`src/rtl/hazard_scoreboard.sv`:
```
// Hazard scoreboard: shadows the E/M/W writers to derive stalls and
// operand forwarding selects, and times the multi-cycle mult/div unit.
module hazard_scoreboard #(
    parameter int ADDR_W      = 5,
    parameter int MULT_CYCLES = 5,
    parameter int DIV_CYCLES  = 10
) (
    input  logic              clk,
    input  logic              rst_n,
    input  logic [ADDR_W-1:0] d_rs,
    input  logic [ADDR_W-1:0] d_rt,
    input  logic [1:0]        d_tuse_rs,
    input  logic [1:0]        d_tuse_rt,
    input  logic [ADDR_W-1:0] d_dst,
    input  logic [1:0]        d_tnew,
    input  logic              d_md_start,
    input  logic              d_md_div,
    input  logic              d_uses_hilo,
    output logic              stall,
    output logic [1:0]        fwd_rs_d,
    output logic [1:0]        fwd_rt_d,
    output logic [1:0]        fwd_rs_e,
    output logic [1:0]        fwd_rt_e,
    output logic              fwd_rt_m,
    output logic              md_busy
);

    typedef struct packed {
        logic [ADDR_W-1:0] dst;
        logic [1:0]        tnew;
        logic [ADDR_W-1:0] rs;
        logic [ADDR_W-1:0] rt;
    } entry_t;

    localparam entry_t     BUBBLE    = '0;
    localparam logic [7:0] MULT_LOAD = 8'(MULT_CYCLES);
    localparam logic [7:0] DIV_LOAD  = 8'(DIV_CYCLES);

    // M keeps only what is still consulted downstream; W tnew is always 0.
    entry_t            e_q;
    logic [ADDR_W-1:0] m_dst;
    logic [ADDR_W-1:0] m_rt;
    logic [1:0]        m_tnew;
    logic [ADDR_W-1:0] w_dst;
    logic [7:0]        md_cnt;

    logic data_stall;
    logic md_stall;

    function automatic logic hit(
        input logic [ADDR_W-1:0] src,
        input logic [ADDR_W-1:0] dst
    );
        return (src != '0) && (src == dst);
    endfunction

    function automatic logic [1:0] sat_dec(input logic [1:0] t);
        return (t == 2'd0) ? 2'd0 : t - 2'd1;
    endfunction

    function automatic logic src_stall(
        input logic [ADDR_W-1:0] src,
        input logic [1:0]        tuse,
        input entry_t            e,
        input logic [ADDR_W-1:0] mdst,
        input logic [1:0]        mtnew
    );
        if (tuse == 2'd3) return 1'b0;
        if (hit(src, e.dst)) return e.tnew > tuse;
        if (hit(src, mdst)) return mtnew > tuse;
        return 1'b0;
    endfunction

    function automatic logic [1:0] fwd_mw(
        input logic [ADDR_W-1:0] src,
        input logic [ADDR_W-1:0] mdst,
        input logic [1:0]        mtnew,
        input logic [ADDR_W-1:0] wdst
    );
        if (hit(src, mdst)) return (mtnew == 2'd0) ? 2'b10 : 2'b00;
        if (hit(src, wdst)) return 2'b11;
        return 2'b00;
    endfunction

    // Youngest match wins; a not-yet-ready youngest writer hides older ones.
    function automatic logic [1:0] fwd_emw(
        input logic [ADDR_W-1:0] src,
        input entry_t            e,
        input logic [ADDR_W-1:0] mdst,
        input logic [1:0]        mtnew,
        input logic [ADDR_W-1:0] wdst
    );
        if (hit(src, e.dst)) return (e.tnew == 2'd0) ? 2'b01 : 2'b00;
        return fwd_mw(src, mdst, mtnew, wdst);
    endfunction

    assign md_busy    = (md_cnt != 8'd0);
    assign md_stall   = (d_uses_hilo || d_md_start) && md_busy;
    assign data_stall = src_stall(d_rs, d_tuse_rs, e_q, m_dst, m_tnew)
                      | src_stall(d_rt, d_tuse_rt, e_q, m_dst, m_tnew);
    assign stall      = data_stall | md_stall;

    assign fwd_rs_d = fwd_emw(d_rs, e_q, m_dst, m_tnew, w_dst);
    assign fwd_rt_d = fwd_emw(d_rt, e_q, m_dst, m_tnew, w_dst);
    assign fwd_rs_e = fwd_mw(e_q.rs, m_dst, m_tnew, w_dst);
    assign fwd_rt_e = fwd_mw(e_q.rt, m_dst, m_tnew, w_dst);
    assign fwd_rt_m = hit(m_rt, w_dst);

    always_ff @(posedge clk or negedge rst_n) begin
        if (!rst_n) begin
            e_q    <= BUBBLE;
            m_dst  <= '0;
            m_rt   <= '0;
            m_tnew <= 2'd0;
            w_dst  <= '0;
        end else begin
            w_dst  <= m_dst;
            m_dst  <= e_q.dst;
            m_rt   <= e_q.rt;
            m_tnew <= sat_dec(e_q.tnew);
            if (stall) begin
                e_q <= BUBBLE;
            end else begin
                e_q <= '{dst: d_dst, tnew: d_tnew, rs: d_rs, rt: d_rt};
            end
        end
    end

    always_ff @(posedge clk or negedge rst_n) begin
        if (!rst_n) begin
            md_cnt <= 8'd0;
        end else if (d_md_start && !stall) begin
            md_cnt <= d_md_div ? DIV_LOAD : MULT_LOAD;
        end else if (md_cnt != 8'd0) begin
            md_cnt <= md_cnt - 8'd1;
        end
    end

endmodule

```
`config.mk`:
```
export PLATFORM = sky130hd
export DESIGN_NAME = hazard_scoreboard
export DESIGN_NICKNAME = d
export VERILOG_FILES = /design/src/rtl/hazard_scoreboard.sv
export SDC_FILE = /design/constraint.sdc
export NUM_CORES = 1
export LEC_CHECK = 0
export BUFFER_PORTS_ARGS = -buffer_cell sky130_fd_sc_hd__clkbuf_2
export CORE_MARGIN = 3
export CORE_UTILIZATION = 33
export DETAILED_ROUTE_END_ITERATION = 16
export HOLD_SLACK_MARGIN = 0.06
export SLEW_MARGIN = 5
export SYNTH_ARGS = -nofsm -noshare
export SYNTH_HDL_FRONTEND = slang
export SYNTH_SLANG_ARGS = --single-unit
```
`constraint.sdc`:
```
create_clock -name clk -period 3.8 [get_ports clk]
set_input_delay 1.14 -clock clk [delete_from_list [all_inputs] [get_ports clk]]
set_output_delay 1.14 -clock clk [all_outputs]
set_load 0.05 [all_outputs]
```
**Word level (Yosys, flattened, before mapping)**

Cells that the tools add are included.

- Logic and storage cells: 119
- Latch bits: 0
- Output and inout bits: 11
- Register bits: 42
- Memory bits (read-only): 0
- Input port bits: 26
- Memories: 0
- RAM bits: 0

- Reductions and logical operators: 24
- $lt $le $gt $ge: 4
- Divide/modulo/power cells: 0
- Muxes and demuxes: 65
- Shifts and indexed selects: 0
- Bitwise logic cells: 2
- Equal/unequal tests: 13
- Multiply operators: 0
- Add/sub/neg operators: 2

Operator list:

| cell | number |
|---|---|
| 5-bit equality test | 11 |
| 2-bit two-way mux | 22 |
| 1-bit two-way mux | 39 |
| 5-bit nonzero test | 5 |
| 17-bit two-way mux | 1 |
| 8-bit two-way mux | 2 |
| 1-bit logical AND | 13 |
| 2-bit > comparator | 4 |
| 8-bit nonzero test | 1 |
| 8-bit by 1-bit subtractor with 8-bit output, second input constant | 1 |
| 2-bit equality test, second input constant | 2 |
| 2-bit zero test | 2 |
| 4-bit two-way mux | 1 |
| 1-bit bitwise OR | 2 |
| 2-bit nonzero test | 1 |
| 2-bit by 1-bit subtractor with 2-bit output, second input constant | 1 |
| 1-bit zero test | 1 |
| 1-bit logical OR | 1 |

**Longest topological paths before layout**

Gate-level depths: netlist of the first run.

- Word-level depth: 14
- Mapped depth: 9
- Mapped depth without buffers: 8

**Least setup slack after synthesis of the first run**

Ideal clock, no wire load.

- Path type: in2out
- Start: in d_rs[1]
- End: out fwd_rs_d[0]
- Path buffers: 0
- Path slack: -0.452 ns
- Stages: 5
- Data arrival time: 3.112 ns
- Cell sequence: xor2_1 nor2_1 nand2_1 nand2_1 o41ai_1

- Longest elaborated chain between the ends: 8
- Elaborated cells between the ends (all ways): 17
- Classes of those cells: 3 x eq/ne; 10 x mux; 4 x reduce/logical

RTL lines:

| what | line | source |
|---|---|---|
| start: declaration | 10 | `input logic [ADDR_W-1:0] d_rs,` |
| 5-bit equality test or 5-bit nonzero test (tied branches) | 54 | `return (src != '0) && (src == dst);` |
| 1-bit logical AND | 54 |  |
| 1-bit two-way mux (2 in a row) | 81 | `if (hit(src, wdst)) return 2'b11;` |
| 1-bit two-way mux | 94 | `return fwd_mw(src, mdst, mtnew, wdst);` |
| 2-bit two-way mux | 82 | `return 2'b00;` |
| 2-bit two-way mux | 81 |  |
| 2-bit two-way mux (*) | 94 |  |
| end: declaration | 20 | `output logic [1:0] fwd_rs_d,` |

Every way passes the cells marked *; elsewhere a longest branch is shown, timed or not. The select of a mux whose other input is x is not followed.

**Worst setup path in the final report of the first run**

- Start: in d_rt[4]
- End: out fwd_rt_d[0]

- Longest elaborated chain between the ends: 8
- Elaborated cells between the ends (all ways): 17
- Classes of those cells: 3 x eq/ne; 10 x mux; 4 x reduce/logical

RTL lines:

| what | line | source |
|---|---|---|
| start: declaration | 11 | `input logic [ADDR_W-1:0] d_rt,` |
| 5-bit equality test or 5-bit nonzero test (tied branches) | 54 |  |
| 1-bit logical AND | 54 |  |
| 1-bit two-way mux (2 in a row) | 81 |  |
| 1-bit two-way mux | 94 |  |
| 2-bit two-way mux | 82 |  |
| 2-bit two-way mux | 81 |  |
| 2-bit two-way mux (*) | 94 |  |
| end: declaration | 21 | `output logic [1:0] fwd_rt_d,` |

Marks and branches as above.

==> results of run 1 <==
## stage by stage
stage / setup slack, ns / total power, W / util (%)
finish: -0.0446 / 0.00142 / 46.7
global route: -0.103 / 0.00151 / 46.7
CTS: -0.0662 / 0.00142 / 45.7
floorplan: -0.0343 / 0.000958 / -
detailed placement: -0.146 / 0.00110 / 42.8
global placement: -0.120 / 0.00109 / 42.8
## metal layers
metal / GRT usage, % / vias to the layer above / share of wire, %
met2: 23.1 / 37 / 48
li1: - / 945 / -
met3: 3.09 / 6 / 3.9
met1: 18.5 / 911 / 47
met4: 4.08 / 0 / 1.5
met5: 0 / - / 0
## cells by family (layout without fill, tap and decap cells)
kind of cell               Yosys count  after routing  synth area share [%]
muxes                                3              3                  1.47
xor gates and xnor gates            57             57                  20.2
adders and majority gates            9              9                  4.57
buffers and inverters               17             82                  2.89
AOI/OAI and AO/OA                   23             23                  7.20
DFF                                 42             42                  42.6
and+or+nand+nor                     89             89                  21.0
## worst max-delay path: stages
cell and delay [ns]:
clkbuf_16 0.11, or4_4 0.12, nor2_4 0.04, or4_4 0.55, nor4_4 0.38, mux2_4 0.23, buf_12 0.13
## sequential cells by signal, summed over array words and instances, names as in the netlist
register  count
m_dst         5
m_rt          5
w_dst         5
e_q          17
md_cnt        8
m_tnew        2
## worst max-delay path by stage
stage | startpoint | to | slack, ns | cells after the start
2_1_floorplan | d_rs[2] | stall | -0.03 | 7
3_3_place_gp | d_tuse_rs[1] | stall | -0.12 | 10
3_5_place_dp | d_tuse_rs[1] | stall | -0.15 | 10
4_1_cts | d_tuse_rs[1] | stall | -0.07 | 10
5_1_grt | d_rt[4] | fwd_rt_d[0] | -0.10 | 7
6_report | d_rt[4] | fwd_rt_d[0] | -0.04 | 7
## where the power goes
part	switching (W)	internal, W
clock	0.000151	0.000146
sequential	0.0000919	0.000521
combinational	0.000259	0.000247
## synth_stat cells (2+ instances only)
master	number
a21o_1	3
a21oi_1	4
a221oi_1	2
a2bb2oi_1	2
and2_1	18
clkbuf_1	5
dfrtp_1	42
ha_1	9
inv_1	11
nand2_1	13
nand3_1	6
nor2_1	13
nor2b_1	3
nor3_1	14
nor4_1	3
nor4b_1	3
o2111a_1	2
o21ai_0	2
o22ai_1	2
or2_2	3
or3_1	2
or4_1	4
xnor2_1	29
xor2_1	28
## what timing repair did
| action | CTS | global route |
|---|---|---|
| resized for setup | 19 | 11 |
| endpoints found under the setup margin | 4 | 4 |
| hold endpoints to repair | 0 | 0 |
| pin swaps | 4 | 2 |
| setup buffers | 1 | 2 |
## layout make-up
type                       count  area [um2]  area share [%]
multi-input combinational    181        1470            44.9
timing repair buffer          63         494            15.1
sequential                    42        1050            32.0
tap                           96         120            3.66
inverter                      11        45.0            1.37
clock inverter                 2        12.5           0.382
clock buffer                   6        82.6            2.52
==> flow_metrics.py, run 1 <==
metrics = {
    "outcome": {
        "outcome": "finished, violations left",
        "violations": "negative setup slack",
    },
    "place": {
        "numPortBuffers": 36,
        "numPlacedInstances": 391,
        "gp_congestion": 0.783,
        "hpwl_mm": 4.31,
        "place_area_um2": 3000,
    },
    "route": {
        "via_count": 1899,
        "drcViolationCount": 0,
        "dr.pass1.iters": 4,
        "wl_per_cell_um": 14.0,
        "routed_wl_mm": 5.62,
        "dr.first_iter.drc_count": 47,
        "ant_nets": 0,
        "vias_per_cell": 4.74,
    },
    "die": {
        "dieArea_um2": 8550,
        "initial_core_util_pct": 35.1,
        "num_rows": 30,
        "core_um2": 7020,
        "die_h_um": 92.4,
        "dieWidth_um": 92.4,
        "ioPinCount": 37,
    },
    "sta": {
        "clock.fmax_ghz": 0.260,
        "setup_slack_ns": -0.0446,
        "slew_headroom_pct": 29.6,
        "hold_viol_final": 0,
        "finalClockSkew_ns": 0.00617,
        "fin_tns_setup_ns": -0.0852,
        "maxSlewViolCount": 0,
        "finalCritPeriodShare_pct": 101,
        "rsz0062_at_grt": "true",
        "setup_viol": 3,
        "hold_ws_ns": 0.465,
        "period_needed_ns": 3.84,
        "tightest_slew_ns": 1.06,
    },
    "synth": {
        "synth_seq_cells": 42,
        "synth_area_leader_cell": "dfrtp_1",
        "synthFlopType": "dfrtp_1",
        "synth.avg_cell_area_um2": 10.3,
        "synth_area_leaders": "dfrtp_1 (43%), xnor2_1 (10%), xor2_1 (9.9%)",
        "seq_area_frac_synth_pct": 42.6,
        "syn_area_um2": 2470,
        "synth_top_area_share_pct": 42.6,
        "synth.distinct_cells": 41,
        "synth-edff-count": 0,
        "async_reset_ff_share_pct": 100,
        "syn_inst": 240,
        "ys_warn_count": 0,
        "synthesis.nets": 275,
    },
    "finish": {
        "fill_cells": 672,
        "final_common_cell": "dfrtp_1",
        "fin_area_um2": 3280,
        "final_layout_size_suffix_gt1_share_pct": 33.4,
        "diodes": 0,
        "layout.nets": 339,
        "layoutNonFillerInstCount": 401,
        "area_delta_synth_final_pct": 33.0,
        "layout_common_cells": "dfrtp_1 (42), xnor2_1 (29), xor2_1 (28)",
    },
    "pwr": {
        "leakage_nw": 1.55,
        "peakVddDrop_mv": 0.199,
        "powerDensity_nw_per_um2": 432,
    },
    "worst_setup_path": {
        "timing.rr.end": "md_cnt[1]$_DFFE_PN0P_",
        "crit_required_ns": 2.66,
        "critPathArrivalTime_ns": 2.70,
        "r2r_slack_ns": 1.33,
        "path_max_fanout": 4,
        "reg2reg_from": "md_cnt[0]$_DFFE_PN0P_",
        "cp-end-kind": "output pin",
        "start_kind": "input port",
        "criticalPathCategory": "in2out",
        "worstRegToRegCells": 9,
    },
    "clock_tree": {
        "cts_root_buf": "clkbuf_8",
        "path_clk_slew_ns": 0.08,
        "cts_tree": "yes",
        "clockBufferDepth": 2,
        "clock_sinks": 42,
        "clk_latency_ns": 0.29,
        "htree_levels": 2,
        "ctsHoldBuffers": 0,
        "cts_buffers": 5,
    },
    "worst_hold_path": {
        "min_path_cells": 0,
        "hold_class": "reg2reg",
        "whs_endpoint": "m_rt[3]$_DFF_PN0_",
        "worstHoldStart": "e_q[3]$_DFF_PN0_",
    },
    "global_route": {
        "grt_pass1_vias": 1997,
        "grt_overflow_total": 0,
        "grt_util_all_layers_pct": 14.1,
        "grt_max_degree": 43,
        "antenna_found_initial": 0,
        "grt_pass1_wl_mm": 9.40,
    },
    "flow_run": {
        "drv_cap": 0,
    },
}
Note: power is estimated with default switching activity, not from simulation.
==> run 2, diff against run 1 <==
--- a/config.mk
+++ b/config.mk
@@ -10,6 +10,8 @@
 export CORE_UTILIZATION = 33
 export DETAILED_ROUTE_END_ITERATION = 16
 export HOLD_SLACK_MARGIN = 0.06
+export PLACE_DENSITY_LB_ADDON = 0.05
+export REMOVE_ABC_BUFFERS = 1
 export SLEW_MARGIN = 5
 export SYNTH_ARGS = -nofsm -noshare
 export SYNTH_HDL_FRONTEND = slang
==> run 2 against run 1 <==
The run still ends with negative setup slack left. Non-clock buffer count is 2 higher. Maximum frequency decreased by 1.3%. Hold slack got worse by 0.0045 ns. Critical path depth grew 3. Global-route usage rose by 0.48 points. Die area is the same. Via count increased by 0.11%. Clock-buffer cell count unchanged. Sequential power barely moved. Clock power up 23%. Register-to-register slack better by 0.05 ns. Clock skew is 0.0011 ns lower. Critical path type unchanged. Critical endpoint is now stall. Highest routed layer unchanged.
==> flow_metrics.py, run 2 (same netlist as run 1, synthesis figures left out) <==
metrics = {
    "die": {
        "core_um2": 7020,
        "die_h_um": 92.4,
        "ioPinCount": 37,
        "dieArea_um2": 8550,
        "dieWidth_um": 92.4,
        "initial_core_util_pct": 35.1,
        "num_rows": 30,
    },
    "place": {
        "pre_cts_ws_ns": -0.213,
        "gp_congestion": 0.763,
        "hpwl_mm": 4.38,
        "numPortBuffers": 36,
        "place_area_um2": 2960,
    },
    "worst_setup_path": {
        "r2r_slack_ns": 1.38,
        "timing.rr.end": "md_cnt[1]$_DFFE_PN0P_",
        "worstRegToRegCells": 9,
        "critPathArrivalTime_ns": 2.75,
        "criticalPathCategory": "in2out",
        "reg2reg_from": "md_cnt[0]$_DFFE_PN0P_",
        "cp-end-kind": "output pin",
        "crit_required_ns": 2.66,
        "path_max_fanout": 2,
        "start_kind": "input port",
    },
    "sta": {
        "setup_slack_ns": -0.0933,
        "slew_headroom_pct": 62.2,
        "maxSlewViolCount": 0,
        "hold_viol_final": 0,
        "setup_viol": 2,
        "finalCritPeriodShare_pct": 102,
        "period_needed_ns": 3.89,
        "finalClockSkew_ns": 0.00512,
        "rsz0062_at_grt": "true",
        "tightest_slew_ns": 0.567,
        "clock.fmax_ghz": 0.257,
    },
    "worst_hold_path": {
        "worstHoldStart": "e_q[13]$_DFF_PN0_",
        "whs_endpoint": "m_dst[1]$_DFF_PN0_",
        "min_path_cells": 0,
        "hold_class": "reg2reg",
    },
    "finish": {
        "fill_cells": 699,
        "layout_common_cells": "dfrtp_1 (42), xor2_1 (28), buf_4 (27)",
        "area_delta_synth_final_pct": 36.8,
        "layout.nets": 341,
        "diodes": 0,
        "largest_register_ffs": 17,
        "final_layout_size_suffix_gt1_share_pct": 36.6,
        "final_common_cell": "dfrtp_1",
        "top_regs": "e_q x17, md_cnt x8",
        "regMostFlops": "e_q",
        "fin_area_um2": 3370,
    },
    "clock_tree": {
        "htree_levels": 2,
        "path_clk_slew_ns": 0.08,
        "cts_buffers": 5,
        "cts_root_buf": "clkbuf_8",
        "clk_latency_ns": 0.29,
        "clock_sinks": 42,
        "cts_tree": "yes",
        "clockBufferDepth": 2,
    },
    "route": {
        "routed_wl_mm": 5.81,
        "wl_per_cell_um": 14.4,
        "drcViolationCount": 0,
        "via_count": 1901,
        "dr.first_iter.drc_count": 20,
        "ant_nets": 0,
        "dr.pass1.iters": 4,
        "vias_per_cell": 4.73,
    },
    "global_route": {
        "grt_pass1_vias": 1949,
        "grt_pass1_wl_mm": 9.60,
        "grt_util_all_layers_pct": 14.5,
        "grt_overflow_total": 0,
        "antenna_found_initial": 0,
        "grt_max_degree": 23,
    },
    "outcome": {
        "violations": "negative setup slack",
        "outcome": "finished, violations left",
    },
    "flow_run": {
        "drv_cap": 0,
    },
    "pwr": {
        "leakage_nw": 1.62,
        "peakVddDrop_mv": 0.170,
        "powerDensity_nw_per_um2": 444,
    },
}
[run 2: cell types whose count changed in the layout (fill, tap and decap cells not counted), sizes merged]
| cell | previous run | this run |
|---|---|---|
| bufinv | 0 | 1 |
| clkinv | 1 | 0 |
| buf | 32 | 35 |
| clkinvlp | 2 | 0 |
| clkbuf | 37 | 36 |
| inv | 10 | 11 |
[run 2: final cells by class]
cell class                      count  area, um2  share of cell area, %
Inverter                           11       43.8                   1.30
Clock inverter                      1       30.0                  0.890
Timing Repair Buffer               65        523                   15.5
Tap cell                           96        120                   3.56
Multi-Input combinational cell    181       1520                   45.2
Sequential cell                    42       1050                   31.1
Clock buffer                        6       82.6                   2.45
[run 2: worst max path at each step]
stage,from,to,slack (ns),cells after the start
2_1_floorplan,d_rs[1],fwd_rs_d[0],-0.45,5
3_3_place_gp,d_tuse_rs[1],stall,-0.22,10
3_5_place_dp,d_tuse_rs[1],stall,-0.21,10
4_1_cts,d_rt[0],fwd_rt_d[1],-0.10,8
5_1_grt,d_tuse_rs[1],stall,-0.15,10
6_report,d_tuse_rs[1],stall,-0.09,10
[run 2: through the flow]
step	cells	TNS (ns)	hold slack, ns	total power [W]	utilization [%]
after global routing	402	-0.276	0.485	0.00159	48.1
after global placement	390	-0.499	0.443	0.00110	42.2
after floorplan	234	-0.781	0.410	0.000948	-
after CTS	400	-0.298	0.462	0.00148	45.4
after detailed placement	390	-0.456	0.443	0.00110	42.2
final	402	-0.0941	0.461	0.00150	48.1
[run 2: metal layers]
layer | GRT usage, % | share of wire, %
met5 | 0 | 0
met3 | 3.57 | 4.1
met1 | 19.3 | 46
met4 | 3.71 | 0.91
met2 | 23.7 | 49
[run 2: power by group]
group | internal (W) | switching, W | total (W)
Clock | 0.000210 | 0.000154 | 0.000364
Sequential | 0.000521 | 0.0000953 | 0.000616
Combinational | 0.000254 | 0.000262 | 0.000517
Total | 0.000985 | 0.000512 | 0.00150
[run 2: critical path, cell delays in order]
cell and delay, ns:
buf_2 0.12, inv_4 0.05, ha_4 0.27, nor2b_4 0.13, a2bb2oi_2 0.14, nand3_1 0.09, a221o_1 0.41, o2111a_2 0.19
inv_2 0.07, clkbuf_16 0.15
[run 2: repair_timing]
action	4_1_cts	5_1_grt
setup buffers	3	2
endpoints found under the hold margin	0	0
pin swaps	6	14
setup endpoints to repair	4	5
hold buffers	0	0
gates resized for setup	17	36
gates cloned	0	0
==> run 3, diff against run 2 <==
--- a/config.mk
+++ b/config.mk
@@ -6,7 +6,7 @@
 export NUM_CORES = 1
 export LEC_CHECK = 0
 export BUFFER_PORTS_ARGS = -buffer_cell sky130_fd_sc_hd__clkbuf_2
-export CORE_MARGIN = 3
+export CORE_MARGIN = 2
 export CORE_UTILIZATION = 33
 export DETAILED_ROUTE_END_ITERATION = 16
 export HOLD_SLACK_MARGIN = 0.06
==> run 3 against run 2 <==
The flow still finishes with violations (negative setup slack). Non-clock buffer count fell by 1. Clock-buffer cell count rose by 1. Clock skew barely moved. Register-to-register slack got worse by 0.02 ns. Largest cell class unchanged. Global-route usage rose by 0.83 points.
==> flow_metrics.py, run 3 (same netlist as run 1, synthesis figures left out) <==
metrics = {
    "pwr": {
        "p_int_w": 0.000915,
        "power.switching_w": 0.000501,
        "swShare_pct": 35.4,
        "powerDensity_nw_per_um2": 431,
        "peakVddDrop_mv": 0.273,
        "comb_power_share_pct": 35.8,
        "pwr-share-seq_pct": 43.3,
        "leakage_nw": 1.57,
        "clockPowerShare_pct": 20.9,
    },
    "sta": {
        "maxSlewViolCount": 0,
        "setup_slack_ns": -0.105,
        "tightest_slew_ns": 1.04,
        "clock.fmax_ghz": 0.256,
        "rsz0062_at_grt": "true",
        "finalCritPeriodShare_pct": 103,
        "setup_viol": 3,
        "hold_ws_ns": 0.462,
        "finalClockSkew_ns": 0.00493,
        "slew_headroom_pct": 30.6,
        "hold_viol_final": 0,
        "fin_tns_setup_ns": -0.155,
        "period_needed_ns": 3.91,
    },
    "clock_tree": {
        "clk_latency_ns": 0.29,
        "cts_root_buf": "clkbuf_8",
        "cts_tree": "yes",
        "clockBufferDepth": 2,
        "cts_buffers": 5,
        "path_clk_slew_ns": 0.08,
        "htree_levels": 2,
        "clock_sinks": 42,
        "ctsHoldBuffers": 0,
    },
    "global_route": {
        "use_met2_pct": 25.8,
        "top_usage_layer": "met2",
        "grt_overflow_total": 0,
        "grt_pass1_wl_mm": 9.98,
        "grt_pass1_vias": 1959,
        "use_met1_pct": 20.6,
        "grt_max_degree": 43,
        "antenna_found_initial": 0,
        "grt_util_all_layers_pct": 15.4,
        "grtUsageMet3_pct": 3.17,
    },
    "route": {
        "drcViolationCount": 0,
        "dr.pass1.iters": 4,
        "ant_nets": 0,
        "routed_wl_mm": 5.89,
        "via_count": 1838,
        "dr.first_iter.drc_count": 30,
        "vias_per_cell": 4.54,
        "wl_per_cell_um": 14.5,
    },
    "worst_setup_path": {
        "path_cells": "buf_6, or4_4, nor2_4, nor4_4, nor4_4, a21oi_1, nor2_1, buf_4, buf_12",
        "cp-end-kind": "output pin",
        "path_max_fanout": 3,
        "crit_required_ns": 2.66,
        "slowest_delay_ns": 0.54,
        "criticalPathCategory": "in2out",
        "path_common_cell": "nor4_4",
        "cp_slowest_cell": "or4_4",
        "worstRegToRegCells": 9,
        "start_kind": "input port",
        "critPathArrivalTime_ns": 2.77,
    },
    "die": {
        "initial_core_util_pct": 34.0,
        "num_rows": 31,
        "core_um2": 7250,
        "ioPinCount": 37,
        "die_h_um": 90.4,
        "dieArea_um2": 8180,
        "dieWidth_um": 90.4,
    },
    "outcome": {
        "violations": "negative setup slack",
        "outcome": "finished, violations left",
    },
    "place": {
        "numPortBuffers": 36,
        "place_area_um2": 2940,
        "hpwl_mm": 4.39,
        "gp_congestion": 0.786,
        "pre_cts_ws_ns": -0.265,
    },
    "finish": {
        "top_regs": "e_q x17, md_cnt x8",
        "final_common_cell": "dfrtp_1",
        "seq_area_um2": 1050,
        "regMostFlops": "e_q",
        "largest_register_ffs": 17,
        "layout_common_cells": "dfrtp_1 (42), xnor2_1 (29), xor2_1 (26), clkbuf_2 (26), buf_4 (24)",
        "fin_area_um2": 3290,
        "final_layout_size_suffix_gt1_share_pct": 34.0,
        "layout.nets": 340,
        "multiInputGateArea_um2": 1480,
        "fill_cells": 702,
        "area_delta_synth_final_pct": 33.3,
        "diodes": 0,
    },
    "flow_run": {
        "drv_cap": 0,
    },
    "worst_hold_path": {
        "hold_class": "reg2reg",
        "min_path_cells": 0,
    },
}
-- run 3: cell type report --
type	count	area share, %
Multi-Input combinational cell	181	45.0
Sequential cell	42	32.0
Timing Repair Buffer	64	15.2
Tap cell	99	3.77
Clock buffer	7	2.63
Inverter	11	1.26
Clock inverter	1	0.152
-- run 3: worst max-delay path: cells and delay by family --
| kind | cells | cell delay, ns |
|---|---|---|
| AND/OR/NAND/NOR | 5 | 1.20 |
| buffers and inverters | 3 | 0.36 |
| AO/OA/AOI/OAI | 1 | 0.06 |
-- run 3: layer usage --
layer  vias to the layer above  part of all wire [%]
li1                        941                     -
met1                       873                    47
met2                        22                    51
met3                         2                   2.5
met4                         0                  0.31
met5                         -                     0
-- run 3: path summary, 6_finish.rpt --
kind	from	to	slack, ns
min in group asynchronous	rst_n	md_cnt[4]$_DFFE_PN0P_	1.02
setup / recovery	d_rt[4]	fwd_rt_d[1]	-0.11
max in group asynchronous	rst_n	m_dst[4]$_DFF_PN0_	2.14
hold reg to reg	e_q[14]$_DFF_PN0_	m_dst[2]$_DFF_PN0_	0.46
setup reg to reg	md_cnt[0]$_DFFE_PN0P_	md_cnt[1]$_DFFE_PN0P_	1.36
hold / removal	e_q[14]$_DFF_PN0_	m_dst[2]$_DFF_PN0_	0.46
-- run 3: power groups by stage --
| stage | clock [W] | sequential, W | combinational (W) |
|---|---|---|---|
| 2_1_floorplan | 0 | 0.000597 | 0.000351 |
| 6_report | 0.000295 | 0.000614 | 0.000507 |
| 3_5_place_dp | 0 | 0.000623 | 0.000473 |
| 3_3_place_gp | 0 | 0.000624 | 0.000470 |
| 5_1_grt | 0.000332 | 0.000629 | 0.000565 |
| 4_1_cts | 0.000310 | 0.000615 | 0.000488 |
-- run 3: timing repair --
| action | CTS | global route |
|---|---|---|
| pin swaps | 4 | 12 |
| endpoints found under the setup margin | 4 | 4 |
| buffers inserted | 2 | 5 |
| hold endpoints to repair | 0 | 0 |
| gates resized for setup | 10 | 35 |
| cloned | 0 | 0 |
-- run 3: stage by stage --
stage               power, W  util, %  instances
CTS                  0.00141     42.8        400
detailed placement   0.00110     40.6        390
finish               0.00142     45.3        405
floorplan           0.000948        -        234
global route         0.00153     45.3        405
global placement     0.00109     40.6        390
